`config.mk`:
```
export PLATFORM = sky130hd
export DESIGN_NAME = booth_mul_seq_flat
export DESIGN_NICKNAME = d
export VERILOG_FILES = /design/src/rtl/booth_mul_seq_pkg.sv /design/src/rtl/booth_mul_seq_if.sv /design/src/rtl/booth_mul_seq_addsub.sv /design/src/rtl/booth_mul_seq.sv /design/src/flat_wrapper.sv
export SDC_FILE = /design/constraint.sdc
export NUM_CORES = 1
export LEC_CHECK = 0
export ABC_CLOCK_PERIOD_IN_PS = 4300
export CAP_MARGIN = 10
export CORE_MARGIN = 2
export CORE_UTILIZATION = 35
export DETAILED_ROUTE_END_ITERATION = 6
export PLACE_DENSITY = 0.67
export SETUP_SLACK_MARGIN = 0.3
export SLEW_MARGIN = 20
export SYNTH_ARGS = -nofsm -noshare
export SYNTH_HDL_FRONTEND = slang
export SYNTH_SLANG_ARGS = --single-unit
```
`constraint.sdc`:
```
create_clock -name clk -period 4.3 [get_ports clk]
set_input_delay 0.645 -clock clk [delete_from_list [all_inputs] [get_ports clk]]
set_output_delay 0.645 -clock clk [all_outputs]
set_load 0.03 [all_outputs]
```
`src/rtl/booth_mul_seq_pkg.sv`:
```
// Shared types for the radix-2 Booth sequential multiplier.
// State encoding and Booth recoding of the {Q[0], q_m1} bit pair.
package booth_mul_seq_pkg;

    typedef enum logic [1:0] {
        S_IDLE = 2'b00,
        S_RUN  = 2'b01,
        S_DONE = 2'b10
    } state_e;

    typedef enum logic [1:0] {
        BC_HOLD0 = 2'b00,
        BC_ADD   = 2'b01,
        BC_SUB   = 2'b10,
        BC_HOLD1 = 2'b11
    } booth_code_e;

    function automatic booth_code_e booth_code(input logic q0, input logic q_m1);
        return booth_code_e'({q0, q_m1});
    endfunction

endpackage

```
`src/rtl/booth_mul_seq_if.sv`:
```
// Start/done handshake and operand/result bus of the Booth multiplier.
// The master side launches operations; the multiplier is the slave.
interface booth_mul_seq_if #(
    parameter int WIDTH = 8
);
    logic                   start;
    logic [WIDTH-1:0]       a;
    logic [WIDTH-1:0]       b;
    logic                   busy;
    logic                   done;
    logic [2*WIDTH-1:0]     product;

    modport master (
        output start, a, b,
        input  busy, done, product
    );

    modport slave (
        input  start, a, b,
        output busy, done, product
    );
endinterface

```
`src/rtl/booth_mul_seq_addsub.sv`:
```
// Combinational (WIDTH+1)-bit adder/subtractor for the Booth accumulator.
// Subtraction inverts m and injects a carry-in of one.
module booth_addsub #(
    parameter int WIDTH = 8
) (
    input  logic [WIDTH:0] acc,
    input  logic [WIDTH:0] m,
    input  logic           sub,
    output logic [WIDTH:0] sum
);
    logic [WIDTH:0] m_eff;
    logic [WIDTH:0] cin;

    always_comb begin
        m_eff = sub ? ~m : m;
        cin   = {{WIDTH{1'b0}}, sub};
        sum   = acc + m_eff + cin;
    end
endmodule

```
`src/rtl/booth_mul_seq.sv`:
```
// Radix-2 Booth sequential signed multiplier: WIDTH add/sub+shift cycles per product.
// state  | meaning
// IDLE   | waiting for start; product holds last result
// RUN    | one Booth iteration per cycle, busy high
// DONE   | single-cycle done pulse; start here launches the next operation
module booth_mul_seq
    import booth_mul_seq_pkg::*;
#(
    parameter int WIDTH = 8,
    parameter int CNT_W = 4
) (
    input  logic             clk,
    input  logic             rst_n,
    booth_mul_seq_if.slave   bus
);
    state_e                 state_q, state_d;
    logic [WIDTH:0]         m_q, m_d;
    logic [WIDTH:0]         acc_q, acc_d;
    logic [WIDTH-1:0]       q_q, q_d;
    logic                   qm1_q, qm1_d;
    logic [CNT_W-1:0]       cnt_q, cnt_d;
    logic [2*WIDTH-1:0]     product_q, product_d;

    booth_code_e            code;
    logic                   sub;
    logic [WIDTH:0]         sum;
    logic [WIDTH:0]         acc_step;
    logic                   last_iter;

    booth_addsub #(.WIDTH(WIDTH)) u_addsub (
        .acc (acc_q),
        .m   (m_q),
        .sub (sub),
        .sum (sum)
    );

    always_comb begin
        code      = booth_code(q_q[0], qm1_q);
        sub       = (code == BC_SUB);
        acc_step  = ((code == BC_ADD) || (code == BC_SUB)) ? sum : acc_q;
        last_iter = (cnt_q == CNT_W'(WIDTH - 1));
    end

    always_comb begin
        state_d   = state_q;
        m_d       = m_q;
        acc_d     = acc_q;
        q_d       = q_q;
        qm1_d     = qm1_q;
        cnt_d     = cnt_q;
        product_d = product_q;

        unique case (state_q)
            S_IDLE, S_DONE: begin
                if (bus.start) begin
                    m_d     = {bus.a[WIDTH-1], bus.a};
                    q_d     = bus.b;
                    acc_d   = '0;
                    qm1_d   = 1'b0;
                    cnt_d   = '0;
                    state_d = S_RUN;
                end else begin
                    state_d = S_IDLE;
                end
            end
            S_RUN: begin
                // Arithmetic shift of {ACC,Q,q_m1}; Q[0] falls into q_m1.
                {acc_d, q_d, qm1_d} = {acc_step[WIDTH], acc_step, q_q};
                cnt_d = cnt_q + CNT_W'(1);
                if (last_iter) begin
                    product_d = {acc_d[WIDTH-1:0], q_d};
                    state_d   = S_DONE;
                end
            end
            default: state_d = S_IDLE;
        endcase
    end

    always_ff @(posedge clk or negedge rst_n) begin
        if (!rst_n) begin
            state_q   <= S_IDLE;
            m_q       <= '0;
            acc_q     <= '0;
            q_q       <= '0;
            qm1_q     <= 1'b0;
            cnt_q     <= '0;
            product_q <= '0;
        end else begin
            state_q   <= state_d;
            m_q       <= m_d;
            acc_q     <= acc_d;
            q_q       <= q_d;
            qm1_q     <= qm1_d;
            cnt_q     <= cnt_d;
            product_q <= product_d;
        end
    end

    assign bus.busy    = (state_q == S_RUN);
    assign bus.done    = (state_q == S_DONE);
    assign bus.product = product_q;

endmodule

```
`src/flat_wrapper.sv`:
```
// flat-port wrapper written by rule: the top's interface ports become plain ports
module booth_mul_seq_flat import booth_mul_seq_pkg::*;
#(
    parameter int WIDTH = 8,
    parameter int CNT_W = 4
)
  (clk, rst_n, bus_start, bus_a, bus_b, bus_busy, bus_done, bus_product);
  booth_mul_seq_if #(.WIDTH(WIDTH)) bus_i ();
  input  logic clk;
  input  logic rst_n;
  input wire logic [$bits(bus_i.start)-1:0] bus_start;
  input wire logic [$bits(bus_i.a)-1:0] bus_a;
  input wire logic [$bits(bus_i.b)-1:0] bus_b;
  output wire logic [$bits(bus_i.busy)-1:0] bus_busy;
  output wire logic [$bits(bus_i.done)-1:0] bus_done;
  output wire logic [$bits(bus_i.product)-1:0] bus_product;
  assign bus_i.start = bus_start;
  assign bus_i.a = bus_a;
  assign bus_i.b = bus_b;
  assign bus_busy = bus_i.busy;
  assign bus_done = bus_i.done;
  assign bus_product = bus_i.product;
  booth_mul_seq #(.WIDTH(WIDTH), .CNT_W(CNT_W)) u_core (.clk(clk), .rst_n(rst_n), .bus(bus_i));
endmodule
```
==> reports/results.tsv, run 1 <==
stage	metric	value	unit
status	run status	complete, but fails checks	
status	violated checks	DRC	
timing	Setup violations, final	0	
worst_setup_path	Worst EP required	3.65	ns
cts	CTS root buf	clkbuf_8	
cts	Hold Buf Count CTS	0	
logic_synthesis	async set-reset flop share out of synthesis	1.00	
cts	Reg clk slew, reported paths	0.09	ns
cells_and_area	Final nets	308	
timing	RSZ-0062 raised after global routing	no	
pwr	maximum VDD drop	0.260	mV
logic_synthesis	Seq/Total Area, Yosys	0.501	
logic_synthesis	Most used DFF post-synth	dfrtp_1	
timing	hold violation count in the final report	0	
floorplan	starting density of the core	0.365	
timing	Total Neg Setup Slack	0	ns
floorplan	width of the die	85.9	um
worst_setup_path	critical path endpoint category	output pin	
timing	Slew @ Worst Pin	1.04	ns
cells_and_area	Fillers	622	
grt	pin count of the biggest net entering global routing	48	
cells_and_area	Layout Cell Area excl Fill	2830	um2
logic_synthesis	cell area after synthesis	2350	um2
floorplan	I/O pin cnt	37	
cells_and_area	antenna fix cells	0	
logic_synthesis	synth top area cells	dfrtp_1 50%, nand2_1 12%, ha_1 4.8%	
timing	Final min period	2.86	ns
grt	GRT Util Overall	0.140	
logic_synthesis	most frequent cell after synthesis	nand2_1	
timing	count of pins over their slew limit	0	
timing	Worst Skew	0.00616	ns
place	routability cong.	0.789	
worst_setup_path	reg2reg start	u_core.state_q[0]$_DFFE_PN0P_	
worst_setup_path	Worst R2R Path Depth	7	
cts	Sink Count	47	
run	max_cap viols	0	
worst_setup_path	crit-path max FO	19	
logic_synthesis	number of library cell types mapped by synthesis	39	
grt	first-pass GRT wire length	8.22	mm
logic_synthesis	Post-Synthesis Cells	248	
cts	CTS tree	built	
pwr	LEAKAGE	1.36	nW
place	placed cell areas	2750	um2
floorplan	Die Ht	85.9	um
cts	worst skew pair latency	0.30	ns
grt	initial antenna violation count	0	
logic_synthesis	share of Yosys cell area claimed by the top area cell type	0.501	
route	vias per inst	4.99	
timing	period utilization	0.664	
logic_synthesis	EDFF count, synth	0	
logic_synthesis	Syn Nets	277	
logic_synthesis	area leader, netlist	dfrtp_1	
cts	H-tree depth	2	
place	I/O Buffers	36	
place	Cell Count Post-Placement	349	
timing	Fmax	350	MHz
grt	gr ovfl total	0	
min_path	hold crit path type	input pin to asynchronous set/reset pin	
logic_synthesis	Yosys reg bits	47	
cells_and_area	Area Overhead vs Synth	20.7	%
logic_synthesis	syn_area_per_cell	9.46	um2
route	DR DRC count	2	
route	post-route ant nets	0	
cells_and_area	layout cell share with drive strength beyond 1	0.0466	
worst_setup_path	Reg2Reg Setup Slack	1.60	ns
route	WL final	4.79	mm
worst_setup_path	CP Launch Type	flip-flop	
cts	number of setup buffers added after CTS	0	
cells_and_area	non-filler cells, final	356	
timing	hold_ws	0.334	ns
route	via count	1776	
grt	vias in the first global route	1673	
cells_and_area	final design utilization	0.441	
worst_setup_path	worst r2r dst	u_core.bus.product[12]$_DFFE_PN0P_	
worst_setup_path	Worst EP arrival	2.21	ns
cts	TritonCTS Buffers	5	
cts	# resized after CTS	0	
floorplan	Core Box Area	6420	um2
place	Post-DP HPWL	3.50	mm
logic_synthesis	top cells by count, synth	73 x nand2_1, 47 x dfrtp_1, 15 x o21ai_0	
worst_setup_path	critical path class	flip-flop to output pin	
route	Pre-Repair DR Iteration Count	7	
floorplan	full die area	7370	um2
pwr	power density over the cells	938	nW/um2
cts	Clock Path Buffers	2	
timing	worst rel slew slack	0.307	
route	wire per inst	13.5	um
route	DRT iter0 DRCs	169	
logic_synthesis	Syn. warnings	0	
floorplan	Row Count	29	
-- metrics by stage --
step                      total power, mW  setup slack (ns)
after floorplan                      1.99              2.00
after global placement               2.36              1.74
after detailed placement             2.41              1.60
after CTS                            2.67              1.43
after global routing                 2.87              1.26
final                                2.66              1.44
-- report_power, final --
group / total [mW] / internal [mW] / switching (mW) / leakage, nW
clock network: 0.254 / 0.111 / 0.143 / 0.0440
logic: 1.59 / 0.677 / 0.917 / 0.733
registers: 0.808 / 0.656 / 0.152 / 0.587
total: 2.66 / 1.44 / 1.21 / 1.36
-- sequential cells by signal (all words and copies together), names as in the netlist --
name and flops:
u_core.m_q 8, u_core.qm1_q 1, u_core.cnt_q 4, u_core.acc_q 8, u_core.bus.product 16, u_core.q_q 8, u_core.state_q 2
-- worst max-delay path by stage --
stage / startpoint / end / slack (ns) / cells after the start
2_1_floorplan: u_core.q_q[0]$_DFFE_PN0P_ / u_core.acc_q[5]$_DFFE_PN0P_ / 2.00 / 9
3_3_place_gp: u_core.state_q[0]$_DFFE_PN0P_ / u_core.bus.product[12]$_DFFE_PN0P_ / 1.74 / 7
3_5_place_dp: u_core.state_q[0]$_DFFE_PN0P_ / u_core.bus.product[12]$_DFFE_PN0P_ / 1.60 / 7
4_1_cts: u_core.state_q[1]$_DFFE_PN0P_ / bus_busy / 1.43 / 3
5_1_grt: u_core.state_q[0]$_DFFE_PN0P_ / u_core.bus.product[12]$_DFFE_PN0P_ / 1.26 / 7
6_report: u_core.state_q[1]$_DFFE_PN0P_ / bus_busy / 1.44 / 3
-- layout by cell type (no fill, tap or decap), types with 5 or more instances in the layout --
master and instances:
ha_1 9, dfrtp_1 47, nor2_1 11, nand2_1 73, xor2_1 8, a21oi_1 7
o21ai_0 15, nand3_1 5, mux2i_1 5, nand2b_1 6, a22oi_1 8, clkdlybuf4s50_1 35
clkbuf_8 5
-- routing by layer --
| metal | up-vias | global-route usage | share of wire |
|---|---|---|---|
| met1 | 827 | 0.207 | 0.50 |
| met4 | 0 | 0.0635 | 0.019 |
| met2 | 39 | 0.198 | 0.45 |
| li1 | 904 | - | - |
| met3 | 6 | 0.0260 | 0.030 |
| met5 | - | 0 | 0 |
-- worst max-delay path: stages, from the launching register on --
cell	delay (ns)
dfrtp_1	0.38
nand2b_1	0.39
inv_2	0.40
clkdlybuf4s50_1	0.74
-- layout make-up --
| class | instances | area [um2] | area share |
|---|---|---|---|
| tap | 77 | 96.3 | 0.0340 |
| sequential | 47 | 1180 | 0.415 |
| clock inverter | 2 | 13.8 | 0.00486 |
| multi-input combinational | 184 | 1100 | 0.387 |
| inverter | 4 | 15.0 | 0.00530 |
| clock buffer | 5 | 68.8 | 0.0243 |
| timing repair buffer | 37 | 365 | 0.129 |
-- logic make-up after synthesis --
logic type	after synthesis	share of synthesized area
xor+xnor	12	0.0448
simple gates	110	0.202
fa+ha+maj	10	0.0565
compound gates	46	0.136
mux	6	0.0277
buf+inv	17	0.0315
flops	47	0.501
(Power assumes the default switching activity.)
==> run 2, diff against run 1 <==
--- a/config.mk
+++ b/config.mk
@@ -5,12 +5,12 @@
 export SDC_FILE = /design/constraint.sdc
 export NUM_CORES = 1
 export LEC_CHECK = 0
-export ABC_CLOCK_PERIOD_IN_PS = 4300
+export ABC_CLOCK_PERIOD_IN_PS = 2550
 export CAP_MARGIN = 10
 export CORE_MARGIN = 2
 export CORE_UTILIZATION = 35
 export DETAILED_ROUTE_END_ITERATION = 6
-export PLACE_DENSITY = 0.67
+export PLACE_DENSITY = 0.69
 export SETUP_SLACK_MARGIN = 0.3
 export SLEW_MARGIN = 20
 export SYNTH_ARGS = -nofsm -noshare
==> constraint.sdc (replaced) <==
create_clock -name clk -period 2.55 [get_ports clk]
set_input_delay 0.3825 -clock clk [delete_from_list [all_inputs] [get_ports clk]]
set_output_delay 0.3825 -clock clk [all_outputs]
set_load 0.03 [all_outputs]
==> run 2 against run 1 <==
The run still ends with DRC left. Die area unchanged. Clock skew increased by 0.0017 ns. Setup slack got worse by 1.2 ns. Critical endpoint is now u_core.acc_q[5]$_DFFE_PN0P_. Critical path depth increased by 5. Highest routed layer unchanged.
==> reports/results.tsv, run 2 (synthesis results as in run 1) <==
stage	metric	value	unit
status	run status	complete, but fails checks	
status	violated checks	DRC	
pwr	LEAKAGE	1.45	nW
place	I/O Buffers	36	
timing	Total Neg Setup Slack	0	ns
place	Cell Count Post-Placement	356	
timing	Fmax	443	MHz
cells_and_area	Area Overhead vs Synth	27.0	%
timing	Worst Skew	0.00785	ns
pwr	power density over the cells	1630	nW/um2
cells_and_area	most frequent cells in the layout	73 x nand2_1, 47 x dfrtp_1, 35 x clkdlybuf4s50_1	
grt	vias in the first global route	1781	
worst_setup_path	delay-heaviest family, CP	compound AO/OA/AOI/OAI gates	
cts	H-tree depth	2	
cells_and_area	final design utilization	0.464	
timing	hold_ws	0.139	ns
place	placed cell areas	2810	um2
cells_and_area	leading cell type in the layout, fill and taps excluded	nand2_1	
grt	GRT Util Overall	0.146	
route	vias per inst	4.95	
cts	CTS root buf	clkbuf_8	
timing	Setup violations, final	0	
worst_setup_path	critical path endpoint category	flip-flop	
worst_setup_path	Worst EP required	2.77	ns
place	Post-DP HPWL	3.62	mm
cts	Clock Path Buffers	2	
route	DR DRC count	1	
cells_and_area	antenna fix cells	0	
worst_setup_path	worst-path cell chain	ha_4 > mux2_4 > fa_2 > a21o_1 > a221oi_2 > nand2b_4 > nand3b_1 > a31oi_1	
place	routability cong.	0.849	
floorplan	Row Count	29	
pwr	maximum VDD drop	0.593	mV
floorplan	width of the die	85.9	um
cts	Hold Buf Count CTS	0	
grt	pin count of the biggest net entering global routing	33	
cells_and_area	non-filler cells, final	373	
cells_and_area	Fillers	616	
route	Pre-Repair DR Iteration Count	7	
floorplan	I/O pin cnt	37	
min_path	hold crit path type	input pin to asynchronous set/reset pin	
cts	worst skew pair latency	0.30	ns
route	wire per inst	13.7	um
worst_setup_path	CP max-delay cell	dfrtp_1	
floorplan	starting density of the core	0.365	
worst_setup_path	critical path class	flip-flop to flip-flop	
cells_and_area	Final nets	324	
worst_setup_path	Largest stage delay, worst path	0.41	ns
timing	Final min period	2.26	ns
cts	Sink Count	47	
timing	period utilization	0.886	
run	max_cap viols	0	
cts	CTS tree	built	
cells_and_area	FF+latch area	1180	um2
place	Setup WS pre-CTS	0.194	ns
cells_and_area	max FFs per register	16	
cells_and_area	area of the multi-input gates	1130	um2
timing	setup ws final	0.290	ns
route	via count	1848	
timing	Slew @ Worst Pin	1.07	ns
timing	hold violation count in the final report	0	
worst_setup_path	Buf/Inv on CP	0	
cells_and_area	Layout Cell Area excl Fill	2980	um2
route	DRT iter0 DRCs	129	
floorplan	Die Ht	85.9	um
timing	RSZ-0062 raised after global routing	yes	
worst_setup_path	crit-path max FO	7	
floorplan	full die area	7370	um2
grt	initial antenna violation count	0	
cts	TritonCTS Buffers	5	
grt	first-pass GRT wire length	8.55	mm
route	WL final	5.10	mm
cells_and_area	layout cell share with drive strength beyond 1	0.115	
cts	Reg clk slew, reported paths	0.09	ns
worst_setup_path	Worst EP arrival	2.48	ns
worst_setup_path	CP Launch Type	flip-flop	
timing	count of pins over their slew limit	0	
grt	gr ovfl total	0	
floorplan	Core Box Area	6420	um2
pwr	overall power	4.87	mW
route	post-route ant nets	0	
timing	worst rel slew slack	0.282	
run 2: changes by cell type in the layout (fill, tap and decap cells not counted), sizes merged:
cell    delta
buf       +16
clkbuf     +2
clkinv     -1
run 2: final timing paths:
kind / startpoint / to / slack [ns] / cells after the start
max: u_core.q_q[0]$_DFFE_PN0P_ / u_core.acc_q[5]$_DFFE_PN0P_ / 0.29 / 8
max in group asynchronous: rst_n / u_core.q_q[0]$_DFFE_PN0P_ / 1.80 / 2
max reg2reg: u_core.q_q[0]$_DFFE_PN0P_ / u_core.acc_q[5]$_DFFE_PN0P_ / 0.29 / 8
min reg2reg: u_core.bus.product[0]$_DFFE_PN0P_ / u_core.bus.product[0]$_DFFE_PN0P_ / 0.48 / 2
min in group clk: u_core.bus.product[0]$_DFFE_PN0P_ / u_core.bus.product[0]$_DFFE_PN0P_ / 0.48 / 2
min: rst_n / u_core.bus.product[12]$_DFFE_PN0P_ / 0.14 / 1
run 2: per-layer routing:
metal  track usage  share of wire  wire, um  up-vias
met1         0.202           0.47      2410      862
met5             0              0         0        -
met4        0.0346         0.0078        40        0
met3        0.0318          0.037       189        4
met2         0.235           0.48      2450       46
li1              -              -         -      936
run 2: area by class of cell:
class                      instances  share of cell area
inverter                           4             0.00504
clock inverter                     1             0.00168
timing repair buffer              53               0.162
sequential                        47               0.395
clock buffer                       7              0.0256
tap                               77              0.0323
multi-input combinational        184               0.379
run 2: power by group:
group	switching (mW)	total (mW)	internal (mW)
combinational	1.64	3.08	1.44
sequential	0.252	1.36	1.11
clock	0.239	0.432	0.193
run 2: worst register-to-register path, delay by kind of cell, from the launching register on:
family | cells | cell delay (ns)
flops | 1 | 0.41
compound gates | 3 | 0.65
fa+ha+maj | 2 | 0.55
simple gates | 2 | 0.28
mux | 1 | 0.29
run 2: what timing repair did:
item / in CTS / in global routing
pin swaps: 6 / 4
endpoints found under the setup margin: 7 / 8
resized for setup: 4 / 1
setup buffers: 5 / 4
==> run 3, diff against run 2 <==
--- a/config.mk
+++ b/config.mk
@@ -5,7 +5,6 @@
 export SDC_FILE = /design/constraint.sdc
 export NUM_CORES = 1
 export LEC_CHECK = 0
-export ABC_CLOCK_PERIOD_IN_PS = 2550
 export CAP_MARGIN = 10
 export CORE_MARGIN = 2
 export CORE_UTILIZATION = 35
@@ -15,4 +14,5 @@
 export SLEW_MARGIN = 20
 export SYNTH_ARGS = -nofsm -noshare
 export SYNTH_HDL_FRONTEND = slang
+export SYNTH_HIERARCHICAL = 1
 export SYNTH_SLANG_ARGS = --single-unit
==> run 3 against run 2 <==
The flow now finishes without violations. First-iteration DRC count decreased by 12%. Critical path depth rose by 3. Count of clock-buffer cells in the layout shrank 2. Critical path type unchanged. Largest cell class is now multi-input gates.
==> reports/results.tsv, run 3 <==
stage	metric	value	unit
status	run status	complete, no violations	
timing	RSZ-0062 raised after global routing	yes	
logic_synthesis	EDFF count, synth	0	
logic_synthesis	area leader, netlist	dfrtp_1	
grt	initial antenna violation count	0	
worst_setup_path	Reg2Reg Setup Slack	0.13	ns
place	I/O Buffers	36	
worst_setup_path	Buf/Inv on CP	1	
logic_synthesis	top cells by count, synth	47 x dfrtp_1, 41 x nand2_1, 14 x mux2_2	
grt	GRT Util Overall	0.147	
worst_setup_path	critical path class	flip-flop to flip-flop	
cts	Hold Buf Count CTS	0	
worst_setup_path	critical path endpoint category	flip-flop	
logic_synthesis	async set-reset flop share out of synthesis	1.00	
cts	H-tree depth	2	
grt	pin count of the biggest net entering global routing	29	
logic_synthesis	Syn Nets	259	
worst_setup_path	Largest stage delay, worst path	0.40	ns
cells_and_area	non-filler cells, final	376	
timing	Setup violations, final	0	
place	routability cong.	0.876	
timing	Final min period	2.42	ns
cells_and_area	leading cell type in the layout, fill and taps excluded	dfrtp_1	
timing	Slew @ Worst Pin	0.632	ns
route	post-route ant nets	0	
min_path	hold crit path type	input pin to asynchronous set/reset pin	
cts	Clock Path Buffers	2	
route	vias per inst	4.97	
timing	period utilization	0.951	
timing	Fmax	413	MHz
logic_synthesis	Most used DFF post-synth	dfrtp_1	
floorplan	width of the die	88.7	um
place	Cell Count Post-Placement	359	
worst_setup_path	CP Launch Type	flip-flop	
worst_setup_path	delay-heaviest family, CP	compound AO/OA/AOI/OAI gates	
timing	Worst Skew	0.00846	ns
logic_synthesis	Syn. warnings	6	
route	via count	1870	
timing	hold_ws	0.0808	ns
logic_synthesis	cell area after synthesis	2510	um2
worst_setup_path	CP startpoint	u_core/qm1_q$_DFFE_PN0P_	
timing	worst rel slew slack	0.579	
cells_and_area	area of the multi-input gates	1290	um2
cts	CTS tree	built	
cts	worst skew pair latency	0.31	ns
route	DRT iter0 DRCs	114	
route	Pre-Repair DR Iteration Count	4	
worst_setup_path	reg2reg start	u_core/qm1_q$_DFFE_PN0P_	
cells_and_area	Fillers	664	
cells_and_area	max FFs per register	16	
floorplan	I/O pin cnt	37	
cells_and_area	Area Overhead vs Synth	27.7	%
grt	vias in the first global route	1794	
logic_synthesis	syn_area_per_cell	10.9	um2
worst_setup_path	crit-path max FO	7	
logic_synthesis	Yosys reg bits	47	
cts	Sink Count	47	
cells_and_area	final design utilization	0.466	
cells_and_area	FF+latch area	1180	um2
worst_setup_path	Worst R2R Path Depth	11	
worst_setup_path	Worst EP arrival	2.62	ns
cts	TritonCTS Buffers	5	
floorplan	full die area	7860	um2
place	Post-DP HPWL	3.87	mm
logic_synthesis	Seq/Total Area, Yosys	0.469	
logic_synthesis	synth top area cells	dfrtp_1 47%, mux2_2 6.3%, nand2_1 6.1%	
floorplan	Die Ht	88.7	um
cells_and_area	antenna fix cells	0	
floorplan	Core Box Area	6870	um2
grt	first-pass GRT wire length	8.93	mm
timing	Total Neg Setup Slack	0	ns
cts	Reg clk slew, reported paths	0.09	ns
logic_synthesis	share of Yosys cell area claimed by the top area cell type	0.469	
route	DR DRC count	0	
worst_setup_path	CP max-delay cell	dfrtp_1	
floorplan	starting density of the core	0.365	
worst_setup_path	worst r2r dst	u_core/bus.product[15]$_DFFE_PN0P_	
route	wire per inst	14.7	um
logic_synthesis	number of library cell types mapped by synthesis	40	
logic_synthesis	Post-Synthesis Cells	230	
worst_setup_path	worst-path cell chain	inv_2 > ha_4 > xor2_1 > ha_2 > o211a_1 > o31a_1 > o41ai_2 > xnor2_1 > nand2b_1 > nand2_1 > mux2_2	
run	max_cap viols	0	
grt	gr ovfl total	0	
timing	hold violation count in the final report	0	
cells_and_area	Final nets	308	
worst_setup_path	Worst EP required	2.75	ns
route	WL final	5.53	mm
floorplan	Row Count	30	
cells_and_area	layout cell share with drive strength beyond 1	0.229	
timing	count of pins over their slew limit	0	
cells_and_area	most frequent cells in the layout	47 x dfrtp_1, 41 x nand2_1, 35 x clkdlybuf4s50_1	
cts	CTS root buf	clkbuf_8	
logic_synthesis	most frequent cell after synthesis	dfrtp_1	
[run 3: cell count changes after synthesis, sizes merged, moves of 5 or more]
cell | before | now
nand2 | 73 | 41
mux2 | 1 | 21
o21ai | 15 | 4
nand3 | 5 | 13
inv | 4 | 10
a22o | 2 | 7
nor2 | 11 | 6
[run 3: worst max path at each step]
stage | endpoint | slack [ns] | cells past startpoint
after floorplan | u_core/bus.product[15]$_DFFE_PN0P_ | 0.16 | 11
after global placement | u_core/bus.product[15]$_DFFE_PN0P_ | 0.08 | 11
after detailed placement | u_core/bus.product[15]$_DFFE_PN0P_ | 0.009 | 11
after CTS | u_core/bus.product[15]$_DFFE_PN0P_ | 0.15 | 11
after global routing | u_core/bus.product[15]$_DFFE_PN0P_ | -0.003 | 11
final | u_core/bus.product[15]$_DFFE_PN0P_ | 0.13 | 11
[run 3: area by class of cell]
class,instances,share of cell area
Tap cell,96,0.0375
Inverter,10,0.0117
Clock inverter,3,0.00625
Multi-Input combinational cell,162,0.404
Clock buffer,5,0.0215
Sequential cell,47,0.367
Timing Repair Buffer,53,0.152
[run 3: stage by stage]
stage / instance area (um2) / worst slack [ns]
floorplan: 2510 / 0.161
global placement: 2980 / 0.0802
detailed placement: 2980 / 0.00885
CTS: 3140 / 0.155
global route: 3200 / -0.00305
finish: 3200 / 0.126
[run 3: logic make-up after synthesis]
family,share of synthesized area
compound gates,0.106
xor+xnor,0.0523
fa+ha+maj,0.0528
buf+inv,0.0449
flops,0.469
mux,0.138
simple gates,0.137
[run 3: what timing repair did]
item / 4_1_cts / 5_1_grt
setup buffers: 6 / 3
resized for setup: 7 / 7
setup endpoints to repair: 16 / 15
pin swaps: 12 / 4
[run 3: per-layer routing]
metal,track usage,up-vias,part of all wire
li1,-,894,-
met4,0.0372,0,0.011
met1,0.208,927,0.47
met5,0,-,0
met2,0.229,43,0.48
met3,0.0336,6,0.038
Power of run 3 is left out: the tool's default activity adds up to more than one toggle a clock period on the data nets, which glitch-free logic cannot reach.
